<file path="src/rtl/riscv_core_div_pkg.sv">
// Shared types, constants and combinational helpers for the divide controller.
// Optional W-form support in the controller is selected by RISCV_DIV_CTRL_WORD_EN.
package riscv_core_div_pkg;

    localparam int unsigned DIV_XLEN = 64;

    localparam logic [DIV_XLEN-1:0] MOST_NEG = {1'b1, {(DIV_XLEN-1){1'b0}}};
    localparam logic [DIV_XLEN-1:0] ALL_ONES = {DIV_XLEN{1'b1}};

    // Encoding matches funct3[1:0] of the M-extension divide group.
    typedef enum logic [1:0] {
        OpDiv  = 2'b00,
        OpDivu = 2'b01,
        OpRem  = 2'b10,
        OpRemu = 2'b11
    } div_op_e;

    typedef enum logic [2:0] {
        StIdle,
        StIssue,
        StWait,
        StFix,
        StResp,
        StDrain
    } div_state_e;

    // Two's-complement negation at datapath width.
    function automatic logic [DIV_XLEN-1:0] negate(input logic [DIV_XLEN-1:0] x);
        return ~x + {{(DIV_XLEN-1){1'b0}}, 1'b1};
    endfunction

    // Widen a 32-bit word operand, sign- or zero-extending.
    function automatic logic [DIV_XLEN-1:0] ext_word(input logic [31:0] x, input logic sgn);
        return {{(DIV_XLEN-32){sgn & x[31]}}, x};
    endfunction

    // W-form results are always sign-extended from bit 31.
    function automatic logic [DIV_XLEN-1:0] sext_word(input logic [31:0] x);
        return {{(DIV_XLEN-32){x[31]}}, x};
    endfunction

endpackage

</file>
<file path="src/rtl/riscv_core_div_ctrl_if.sv">
// Request/response bundle between execute/writeback and the divide controller.
interface riscv_core_div_ctrl_if #(
    parameter int unsigned XLEN = 64
) ();

    logic            i_div_ctrl_valid;
    logic            o_div_ctrl_ready;
    logic [1:0]      i_div_ctrl_op;
    logic            i_div_ctrl_word;
    logic [XLEN-1:0] i_div_ctrl_rs1;
    logic [XLEN-1:0] i_div_ctrl_rs2;
    logic [4:0]      i_div_ctrl_rd;
    logic            i_div_ctrl_flush;
    logic            o_div_ctrl_valid;
    logic            i_div_ctrl_ready;
    logic [XLEN-1:0] o_div_ctrl_result;
    logic [4:0]      o_div_ctrl_rd;
    logic            o_div_ctrl_busy;

    // Controller side.
    modport slave (
        input  i_div_ctrl_valid, i_div_ctrl_op, i_div_ctrl_word, i_div_ctrl_rs1,
               i_div_ctrl_rs2, i_div_ctrl_rd, i_div_ctrl_flush, i_div_ctrl_ready,
        output o_div_ctrl_ready, o_div_ctrl_valid, o_div_ctrl_result, o_div_ctrl_rd,
               o_div_ctrl_busy
    );

    // Pipeline side.
    modport master (
        output i_div_ctrl_valid, i_div_ctrl_op, i_div_ctrl_word, i_div_ctrl_rs1,
               i_div_ctrl_rs2, i_div_ctrl_rd, i_div_ctrl_flush, i_div_ctrl_ready,
        input  o_div_ctrl_ready, o_div_ctrl_valid, o_div_ctrl_result, o_div_ctrl_rd,
               o_div_ctrl_busy
    );

endinterface

</file>
<file path="src/rtl/riscv_core_non_restoring.sv">
// Unsigned non-restoring divider: XLEN iterations after a one-cycle enable,
// then a one-cycle done pulse with quotient/remainder valid in that cycle.
module riscv_core_non_restoring #(
    parameter int unsigned XLEN = 64
) (
    input  logic            clk,
    input  logic            rst_n,
    input  logic            en,
    input  logic [XLEN-1:0] dividend,
    input  logic [XLEN-1:0] divisor,
    output logic            done,
    output logic [XLEN-1:0] quotient,
    output logic [XLEN-1:0] remainder
);

    localparam int unsigned CntW = $clog2(XLEN + 1);

    // Partial remainder carries two extra bits so the shifted value never overflows.
    logic [XLEN+1:0] part_q, part_d, shifted;
    logic [XLEN-1:0] quo_q, quo_d, dsr_q;
    logic [CntW-1:0] cnt_q;
    logic            busy_q, done_q;

    // One iteration: add or subtract the divisor depending on the current sign.
    always_comb begin
        shifted = {part_q[XLEN:0], quo_q[XLEN-1]};
        part_d  = part_q[XLEN+1] ? shifted + {2'b00, dsr_q} : shifted - {2'b00, dsr_q};
        quo_d   = {quo_q[XLEN-2:0], ~part_d[XLEN+1]};
    end

    // Iteration state; enable loads operands, done pulses after the last step.
    always_ff @(posedge clk or negedge rst_n) begin
        if (!rst_n) begin
            part_q <= '0;
            quo_q  <= '0;
            dsr_q  <= '0;
            cnt_q  <= '0;
            busy_q <= 1'b0;
            done_q <= 1'b0;
        end else begin
            done_q <= 1'b0;
            if (en) begin
                part_q <= '0;
                quo_q  <= dividend;
                dsr_q  <= divisor;
                cnt_q  <= CntW'(XLEN);
                busy_q <= 1'b1;
            end else if (busy_q) begin
                part_q <= part_d;
                quo_q  <= quo_d;
                cnt_q  <= cnt_q - 1'b1;
                if (cnt_q == CntW'(1)) begin
                    busy_q <= 1'b0;
                    done_q <= 1'b1;
                end
            end
        end
    end

    assign done      = done_q;
    assign quotient  = quo_q;
    // Final restore step: a negative partial remainder needs the divisor added back.
    assign remainder = part_q[XLEN+1] ? part_q[XLEN-1:0] + dsr_q : part_q[XLEN-1:0];

endmodule

</file>
<file path="src/rtl/riscv_core_div_ctrl.sv">
// Divide sequencing controller: handles div-by-zero and signed overflow directly,
// runs everything else through the unsigned core on magnitudes, then fixes signs.
// Define RISCV_DIV_CTRL_WORD_EN to support the W forms (DIVW/DIVUW/REMW/REMUW).
module riscv_core_div_ctrl
    import riscv_core_div_pkg::*;
#(
    parameter int unsigned XLEN = DIV_XLEN
) (
    input logic                  i_div_ctrl_clk,
    input logic                  i_div_ctrl_rstn,
    riscv_core_div_ctrl_if.slave bus
);

    div_state_e      state_q, state_d;
    div_op_e         op_q, op_d, req_op;
    logic [4:0]      rd_q, rd_d;
    logic            sign_a_q, sign_a_d, sign_b_q, sign_b_d;
    logic [XLEN-1:0] mag_a_q, mag_a_d, mag_b_q, mag_b_d;
    logic [XLEN-1:0] quo_q, quo_d, rem_q, rem_d, res_q, res_d;

    logic            accept, req_signed, req_rem, a_neg, b_neg, div_zero, overflow;
    logic [XLEN-1:0] op_a, op_b, min_neg, special_raw, special_res;
    logic [XLEN-1:0] quo_fix, rem_fix, fix_raw, fix_res;

    logic            core_en, core_done;
    logic [XLEN-1:0] core_quo, core_rem;

    assign req_op     = div_op_e'(bus.i_div_ctrl_op);
    assign req_signed = (req_op == OpDiv) || (req_op == OpRem);
    assign req_rem    = (req_op == OpRem) || (req_op == OpRemu);
    assign accept     = (state_q == StIdle) && bus.i_div_ctrl_valid && !bus.i_div_ctrl_flush;

`ifdef RISCV_DIV_CTRL_WORD_EN
    logic req_word, word_q;

    assign req_word    = bus.i_div_ctrl_word;
    assign op_a        = req_word ? ext_word(bus.i_div_ctrl_rs1[31:0], req_signed)
                                  : bus.i_div_ctrl_rs1;
    assign op_b        = req_word ? ext_word(bus.i_div_ctrl_rs2[31:0], req_signed)
                                  : bus.i_div_ctrl_rs2;
    assign min_neg     = req_word ? ext_word(32'h8000_0000, 1'b1) : MOST_NEG;
    assign special_res = req_word ? sext_word(special_raw[31:0]) : special_raw;
    assign fix_res     = word_q ? sext_word(fix_raw[31:0]) : fix_raw;

    // Word flag follows the accepted request; it only shapes the final result.
    always_ff @(posedge i_div_ctrl_clk or negedge i_div_ctrl_rstn) begin
        if (!i_div_ctrl_rstn) begin
            word_q <= 1'b0;
        end else if (accept) begin
            word_q <= req_word;
        end
    end
`else
    logic unused_word;

    assign unused_word = bus.i_div_ctrl_word;
    assign op_a        = bus.i_div_ctrl_rs1;
    assign op_b        = bus.i_div_ctrl_rs2;
    assign min_neg     = MOST_NEG;
    assign special_res = special_raw;
    assign fix_res     = fix_raw;
`endif

    // Request decode on the (possibly extended) operands.
    always_comb begin
        a_neg       = req_signed & op_a[XLEN-1];
        b_neg       = req_signed & op_b[XLEN-1];
        div_zero    = (op_b == '0);
        overflow    = req_signed && (op_a == min_neg) && (op_b == ALL_ONES);
        special_raw = div_zero ? (req_rem ? op_a : ALL_ONES) : (req_rem ? '0 : op_a);
    end

    // Sign fix-up of the captured core result.
    always_comb begin
        quo_fix = (sign_a_q ^ sign_b_q) ? negate(quo_q) : quo_q;
        rem_fix = sign_a_q ? negate(rem_q) : rem_q;
        fix_raw = ((op_q == OpRem) || (op_q == OpRemu)) ? rem_fix : quo_fix;
    end

    // Next-state and datapath load decisions.
    always_comb begin
        state_d  = state_q;
        op_d     = op_q;
        rd_d     = rd_q;
        sign_a_d = sign_a_q;
        sign_b_d = sign_b_q;
        mag_a_d  = mag_a_q;
        mag_b_d  = mag_b_q;
        quo_d    = quo_q;
        rem_d    = rem_q;
        res_d    = res_q;
        unique case (state_q)
            StIdle: begin
                if (accept) begin
                    op_d     = req_op;
                    rd_d     = bus.i_div_ctrl_rd;
                    sign_a_d = a_neg;
                    sign_b_d = b_neg;
                    if (div_zero || overflow) begin
                        res_d   = special_res;
                        state_d = StResp;
                    end else begin
                        mag_a_d = a_neg ? negate(op_a) : op_a;
                        mag_b_d = b_neg ? negate(op_b) : op_b;
                        state_d = StIssue;
                    end
                end
            end
            // The core is started even if a flush arrives here; DRAIN absorbs its done.
            StIssue: state_d = bus.i_div_ctrl_flush ? StDrain : StWait;
            StWait: begin
                if (bus.i_div_ctrl_flush) begin
                    // A flush coinciding with done has nothing left to drain.
                    state_d = core_done ? StIdle : StDrain;
                end else if (core_done) begin
                    quo_d   = core_quo;
                    rem_d   = core_rem;
                    state_d = StFix;
                end
            end
            StFix: begin
                if (bus.i_div_ctrl_flush) begin
                    state_d = StIdle;
                end else begin
                    res_d   = fix_res;
                    state_d = StResp;
                end
            end
            StResp: begin
                if (bus.i_div_ctrl_flush || bus.i_div_ctrl_ready) begin
                    state_d = StIdle;
                end
            end
            StDrain: begin
                if (core_done) begin
                    state_d = StIdle;
                end
            end
            default: state_d = StIdle;
        endcase
    end

    // Controller state and datapath registers.
    always_ff @(posedge i_div_ctrl_clk or negedge i_div_ctrl_rstn) begin
        if (!i_div_ctrl_rstn) begin
            state_q  <= StIdle;
            op_q     <= OpDiv;
            rd_q     <= '0;
            sign_a_q <= 1'b0;
            sign_b_q <= 1'b0;
            mag_a_q  <= '0;
            mag_b_q  <= '0;
            quo_q    <= '0;
            rem_q    <= '0;
            res_q    <= '0;
        end else begin
            state_q  <= state_d;
            op_q     <= op_d;
            rd_q     <= rd_d;
            sign_a_q <= sign_a_d;
            sign_b_q <= sign_b_d;
            mag_a_q  <= mag_a_d;
            mag_b_q  <= mag_b_d;
            quo_q    <= quo_d;
            rem_q    <= rem_d;
            res_q    <= res_d;
        end
    end

    assign core_en = (state_q == StIssue);

    riscv_core_non_restoring #(
        .XLEN (XLEN)
    ) u_core (
        .clk       (i_div_ctrl_clk),
        .rst_n     (i_div_ctrl_rstn),
        .en        (core_en),
        .dividend  (mag_a_q),
        .divisor   (mag_b_q),
        .done      (core_done),
        .quotient  (core_quo),
        .remainder (core_rem)
    );

    assign bus.o_div_ctrl_ready  = (state_q == StIdle);
    assign bus.o_div_ctrl_valid  = (state_q == StResp);
    assign bus.o_div_ctrl_busy   = (state_q != StIdle);
    assign bus.o_div_ctrl_result = (state_q == StResp) ? res_q : '0;
    assign bus.o_div_ctrl_rd     = (state_q == StResp) ? rd_q : '0;

endmodule

</file>
<file path="src/flat_wrapper.sv">
// flat-port wrapper written by rule: the top's interface ports become plain ports
module riscv_core_div_ctrl_flat import riscv_core_div_pkg::*;
#(
    parameter int unsigned XLEN = DIV_XLEN
)
  (i_div_ctrl_clk, i_div_ctrl_rstn, bus_i_div_ctrl_valid, bus_i_div_ctrl_op, bus_i_div_ctrl_word, bus_i_div_ctrl_rs1, bus_i_div_ctrl_rs2, bus_i_div_ctrl_rd, bus_i_div_ctrl_flush, bus_i_div_ctrl_ready, bus_o_div_ctrl_ready, bus_o_div_ctrl_valid, bus_o_div_ctrl_result, bus_o_div_ctrl_rd, bus_o_div_ctrl_busy);
  riscv_core_div_ctrl_if #(.XLEN(XLEN)) bus_i ();
  input logic i_div_ctrl_clk;
  input logic i_div_ctrl_rstn;
  input wire logic [$bits(bus_i.i_div_ctrl_valid)-1:0] bus_i_div_ctrl_valid;
  input wire logic [$bits(bus_i.i_div_ctrl_op)-1:0] bus_i_div_ctrl_op;
  input wire logic [$bits(bus_i.i_div_ctrl_word)-1:0] bus_i_div_ctrl_word;
  input wire logic [$bits(bus_i.i_div_ctrl_rs1)-1:0] bus_i_div_ctrl_rs1;
  input wire logic [$bits(bus_i.i_div_ctrl_rs2)-1:0] bus_i_div_ctrl_rs2;
  input wire logic [$bits(bus_i.i_div_ctrl_rd)-1:0] bus_i_div_ctrl_rd;
  input wire logic [$bits(bus_i.i_div_ctrl_flush)-1:0] bus_i_div_ctrl_flush;
  input wire logic [$bits(bus_i.i_div_ctrl_ready)-1:0] bus_i_div_ctrl_ready;
  output wire logic [$bits(bus_i.o_div_ctrl_ready)-1:0] bus_o_div_ctrl_ready;
  output wire logic [$bits(bus_i.o_div_ctrl_valid)-1:0] bus_o_div_ctrl_valid;
  output wire logic [$bits(bus_i.o_div_ctrl_result)-1:0] bus_o_div_ctrl_result;
  output wire logic [$bits(bus_i.o_div_ctrl_rd)-1:0] bus_o_div_ctrl_rd;
  output wire logic [$bits(bus_i.o_div_ctrl_busy)-1:0] bus_o_div_ctrl_busy;
  assign bus_i.i_div_ctrl_valid = bus_i_div_ctrl_valid;
  assign bus_i.i_div_ctrl_op = bus_i_div_ctrl_op;
  assign bus_i.i_div_ctrl_word = bus_i_div_ctrl_word;
  assign bus_i.i_div_ctrl_rs1 = bus_i_div_ctrl_rs1;
  assign bus_i.i_div_ctrl_rs2 = bus_i_div_ctrl_rs2;
  assign bus_i.i_div_ctrl_rd = bus_i_div_ctrl_rd;
  assign bus_i.i_div_ctrl_flush = bus_i_div_ctrl_flush;
  assign bus_i.i_div_ctrl_ready = bus_i_div_ctrl_ready;
  assign bus_o_div_ctrl_ready = bus_i.o_div_ctrl_ready;
  assign bus_o_div_ctrl_valid = bus_i.o_div_ctrl_valid;
  assign bus_o_div_ctrl_result = bus_i.o_div_ctrl_result;
  assign bus_o_div_ctrl_rd = bus_i.o_div_ctrl_rd;
  assign bus_o_div_ctrl_busy = bus_i.o_div_ctrl_busy;
  riscv_core_div_ctrl #(.XLEN(XLEN)) u_core (.i_div_ctrl_clk(i_div_ctrl_clk), .i_div_ctrl_rstn(i_div_ctrl_rstn), .bus(bus_i));
endmodule
</file>
<file path="config.mk">
export PLATFORM = sky130hd
export DESIGN_NAME = riscv_core_div_ctrl_flat
export DESIGN_NICKNAME = d
export VERILOG_FILES = /design/src/rtl/riscv_core_div_pkg.sv /design/src/rtl/riscv_core_div_ctrl_if.sv /design/src/rtl/riscv_core_non_restoring.sv /design/src/rtl/riscv_core_div_ctrl.sv /design/src/flat_wrapper.sv
export SDC_FILE = /design/constraint.sdc
export NUM_CORES = 2
export LEC_CHECK = 0
export BUFFER_PORTS_ARGS = -buffer_cell sky130_fd_sc_hd__clkbuf_2
export CAP_MARGIN = 5
export CORE_UTILIZATION = 35
export DETAILED_ROUTE_END_ITERATION = 16
export GPL_TIMING_DRIVEN = 0
export SLEW_MARGIN = 0
export SYNTH_ARGS = -nofsm -noshare
export SYNTH_HDL_FRONTEND = slang
export SYNTH_HIERARCHICAL = 1
export SYNTH_SLANG_ARGS = --single-unit
export TNS_END_PERCENT = 30
</file>
<file path="constraint.sdc">
create_clock -name i_div_ctrl_clk -period 7.31 [get_ports i_div_ctrl_clk]
set_input_delay 0.731 -clock i_div_ctrl_clk [delete_from_list [all_inputs] [get_ports i_div_ctrl_clk]]
set_output_delay 0.731 -clock i_div_ctrl_clk [all_outputs]
set_load 0.05 [all_outputs]
</file>
==> metrics <==
result of the run finished, violations left; failing checks capacitance limit, slew limit; Worst Slack Setup Final 1110 ps; number of cells on the worst reg-to-reg path 18; clock latency on the worst-skew pair 640 ps; Reg-to-Reg End u_core/u_core/part_q[62]; initial core utilization 35.5%; number of instances in the synthesized netlist 4,338; Place WS 1300 ps; clock network power share 13.9%; achievable frequency 161 MHz; dominant combinational cell family by area after synthesis compound AO/OA/AOI/OAI gates; H-tree depth 3; type of element launching the critical path flop; number of buffers and inverters on the critical path 1; area of the multi-input gates 24,100 sq um; DRC violation count after routing 0; post-synthesis sequential area ratio 34.4%; post-synth cell types 109; number of synthesized flops with an enable pin 0; peak supply drop 268 uV; category of the most critical setup path flop to flop; count of final hold-check violations 0; slowest CP cell nor2b_1; data required time of the worst path 7830 ps; mux cell area share after synthesis 11.1%; fraction of power consumed by sequential logic 22.2%; crit path max fanout 8; # resized after CTS 0; number of DRC markers in iteration 0 4,062; CTS sink cnt 534; data arrival time of the critical path 6720 ps; number of antenna violations at the first check in global routing 5; placed wire-length estimate 129,000 um; Worst Setup End Kind flop; worst reg2reg startpoint u_core/u_core/dsr_q[6]; number of warnings reported in the yosys synthesis log 6; internal power contribution 12,000 uW; count of final max-slew check failures 6; gpl congestion 1.03; Max clock buf depth 3; die outline area 112,000 sq um; # Post-CTS Setup Buffers 0; Worst Max-Slew Pin Slew 1530 ps; vias 36,718; mean instance size in the synthesized netlist 8.94 sq um; fraction of layout instances using a drive strength above 1 15.2%; final cycle utilization of the critical path 84.8%; first-pass GRT wire length 233,000 um; commonest register cell after synthesis dfrtp_1; leakage power 0.0198 uW; worst reg2reg setup slack 1110 ps; Placeable Area 109,000 sq um; net switching power of the design 12,300 uW; parity-gate share of the synthesized area counting xor and xnor cells 9.28%; number of buffers added to fix hold violations after cts 0; number of buffers inserted by port buffering 194; Comb pwr share 63.9%; Clock Pin Slew Worst Setup and Hold Paths 60 ps; Pwr per Cell Area 552 nW/um^2; residual overflow from global routing 0; DR WL/cell 26.3 um; Async S/R FF share, synth 100%; top cell type by total area after synthesis dfrtp_1; final critical path time including I/O delays and setup 6200 ps; commonest cells after routing, fill and taps aside 534 x dfrtp_1, 386 x nand2_1, 342 x o21ai_0; number of synthesized register bits 534; number of rows in the core area 121; area growth from synthesis to layout 13.7%; vertical die dimension 335 um; Sw Share 50.7%; max_slew headroom -2.86%; final setup vio count 0; Synthesized Nets 4,617; adder-cell area share of the yosys netlist 5.52%; area share of the leading cell type in the synthesized netlist 34.4%; Max-cap violations 1; Detail Route Antenna Nets 0; most frequent CP cell nor3_1; worst clock skew 35.6 ps; TritonCTS Buffers 66; sequence of cells on the critical path or3_1 > nor3_1 > nor2b_1 > nand3_1 > and4bb_2 > nand2_1 > nor2_1 > nor2_1 > xor2_1 > ha_1 > clkbuf_1 > nand4_1 > or4_1 > a21oi_1 > nor3_1 > nor4b_1 > nor3_1 > a311o_1; most common cell after layout, fill and taps aside dfrtp_1; simple-gate portion of the synthesized area 17.1%; number of ports placed on the die boundary 213; origin of the worst setup path u_core/u_core/dsr_q[6]; post-layout utilization of the core 40.4%; via count of the first global-routing pass 34,826; Crit path max-delay family simple AND/OR/NAND/NOR gates; sequential cell area in the final layout 13,400 sq um; Root Buffer clkbuf_16; Post-Syn Area 38,800 sq um; x dimension of the die 335 um; Routed Wire Length 162,000 um; unrepaired setup endpoints after global routing false; fill cell total of the finished layout 11,304; Synth Area in Compound Gates 18.8%; delay of the slowest cell on the worst path 590 ps; number of nets in the layout 4,898; Via-to-Cell Ratio 5.98; CTS tree done; Tightest Hold Check Type input port to async pin; largest net degree at the start of global routing 107; overall routing resource usage 28.1%; count of TritonRoute iterations in the first routing pass 7; synth top area cells dfrtp_1 34%, mux2_2 8.0%, xnor2_1 5.3%, o21ai_0 4.4%, ha_1 4.4%
how the worst max path moves through the flow:
stage | endpoint | cells past startpoint
floorplan | u_core/u_core/part_q[60] | 17
detailed placement | u_core/u_core/part_q[62] | 18
finish | u_core/u_core/part_q[62] | 18
CTS | u_core/u_core/part_q[62] | 18
global placement | u_core/u_core/cnt_q[4] | 1
global route | u_core/u_core/part_q[62] | 18
cells by family after synthesis:
| kind of cell | Yosys count |
|---|---|
| compound gates | 1143 |
| mux | 395 |
| fa+ha+maj | 178 |
| xor+xnor | 411 |
| flops | 534 |
| simple gates | 1328 |
| buf+inv | 349 |
final cells by class:
class | instances | area share (%)
Sequential cell | 534 | 30.3
Buffer | 259 | 2.49
Tap cell | 1476 | 4.18
Antenna cell | 3 | 0.0170
Multi-Input combinational cell | 3455 | 54.5
Timing Repair Buffer | 213 | 2.79
Clock buffer | 88 | 4.28
Inverter | 90 | 0.765
Clock inverter | 27 | 0.672
stage by stage:
step / setup TNS (ps) / instances / instance area, sq um / hold slack [ps] / total power (uW)
6_report: 0 / 6145 / 44100 / 68.4 / 24300
5_1_grt: 0 / 6142 / 44100 / 79.5 / 25900
4_1_cts: 0 / 6142 / 44100 / 63.2 / 24000
3_5_place_dp: 0 / 6027 / 41900 / 454 / 20500
3_3_place_gp: -3963530 / 6008 / 41600 / 453 / 20400
2_1_floorplan: 0 / 4338 / 38800 / 435 / 15900
synth_stat cells, drive strengths merged, types with 10 or more instances:
cell,instances
ha,136
and3,31
a221o,17
and2,90
inv,88
mux2,277
a41oi,15
nand2b,33
o211ai,39
a31oi,65
nor2,308
dfrtp,534
nand3b,16
mux2i,118
a211o,12
a211oi,32
o21a,20
a31o,10
nor4,76
o31ai,48
nor2b,26
o21ai,353
clkbuf,191
a21oi,273
nor3,90
o41ai,32
o22ai,27
xnor2,235
buf,68
xor2,176
maj3,40
o21bai,27
or4,41
nand4,79
a21o,79
nand2,389
nand3,60
or3,46
state kept, by name, summed over array words and instances, names as in the netlist:
signal / count
u_core/mag_a_q: 64
u_core/mag_b_q: 64
u_core/op_q: 1
u_core/quo_q: 64
u_core/rd_q: 5
u_core/rem_q: 64
u_core/res_q: 64
u_core/sign_a_q: 1
u_core/sign_b_q: 1
u_core/state_q: 3
u_core/u_core/busy_q: 1
u_core/u_core/cnt_q: 7
u_core/u_core/done: 1
u_core/u_core/dsr_q: 64
u_core/u_core/part_q: 66
u_core/u_core/quotient: 64
metal layers:
| layer | global-route usage (%) | vias up | wire, um |
|---|---|---|---|
| met4 | 9.53 | 4 | 5900 |
| li1 | - | 16417 | - |
| met3 | 8.80 | 288 | 16900 |
| met2 | 40.4 | 1715 | 67300 |
| met1 | 39.3 | 18294 | 71600 |
| met5 | 0 | - | 24 |
power by group through the flow:
stage | combinational [uW] | sequential [uW] | clock, uW
6_report | 15600 | 5400 | 3390
5_1_grt | 16900 | 5500 | 3540
3_5_place_dp | 15100 | 5410 | 0
3_3_place_gp | 15000 | 5390 | 0
2_1_floorplan | 11100 | 4800 | 0
4_1_cts | 15200 | 5360 | 3440
Note: power is estimated with default switching activity, not from simulation.
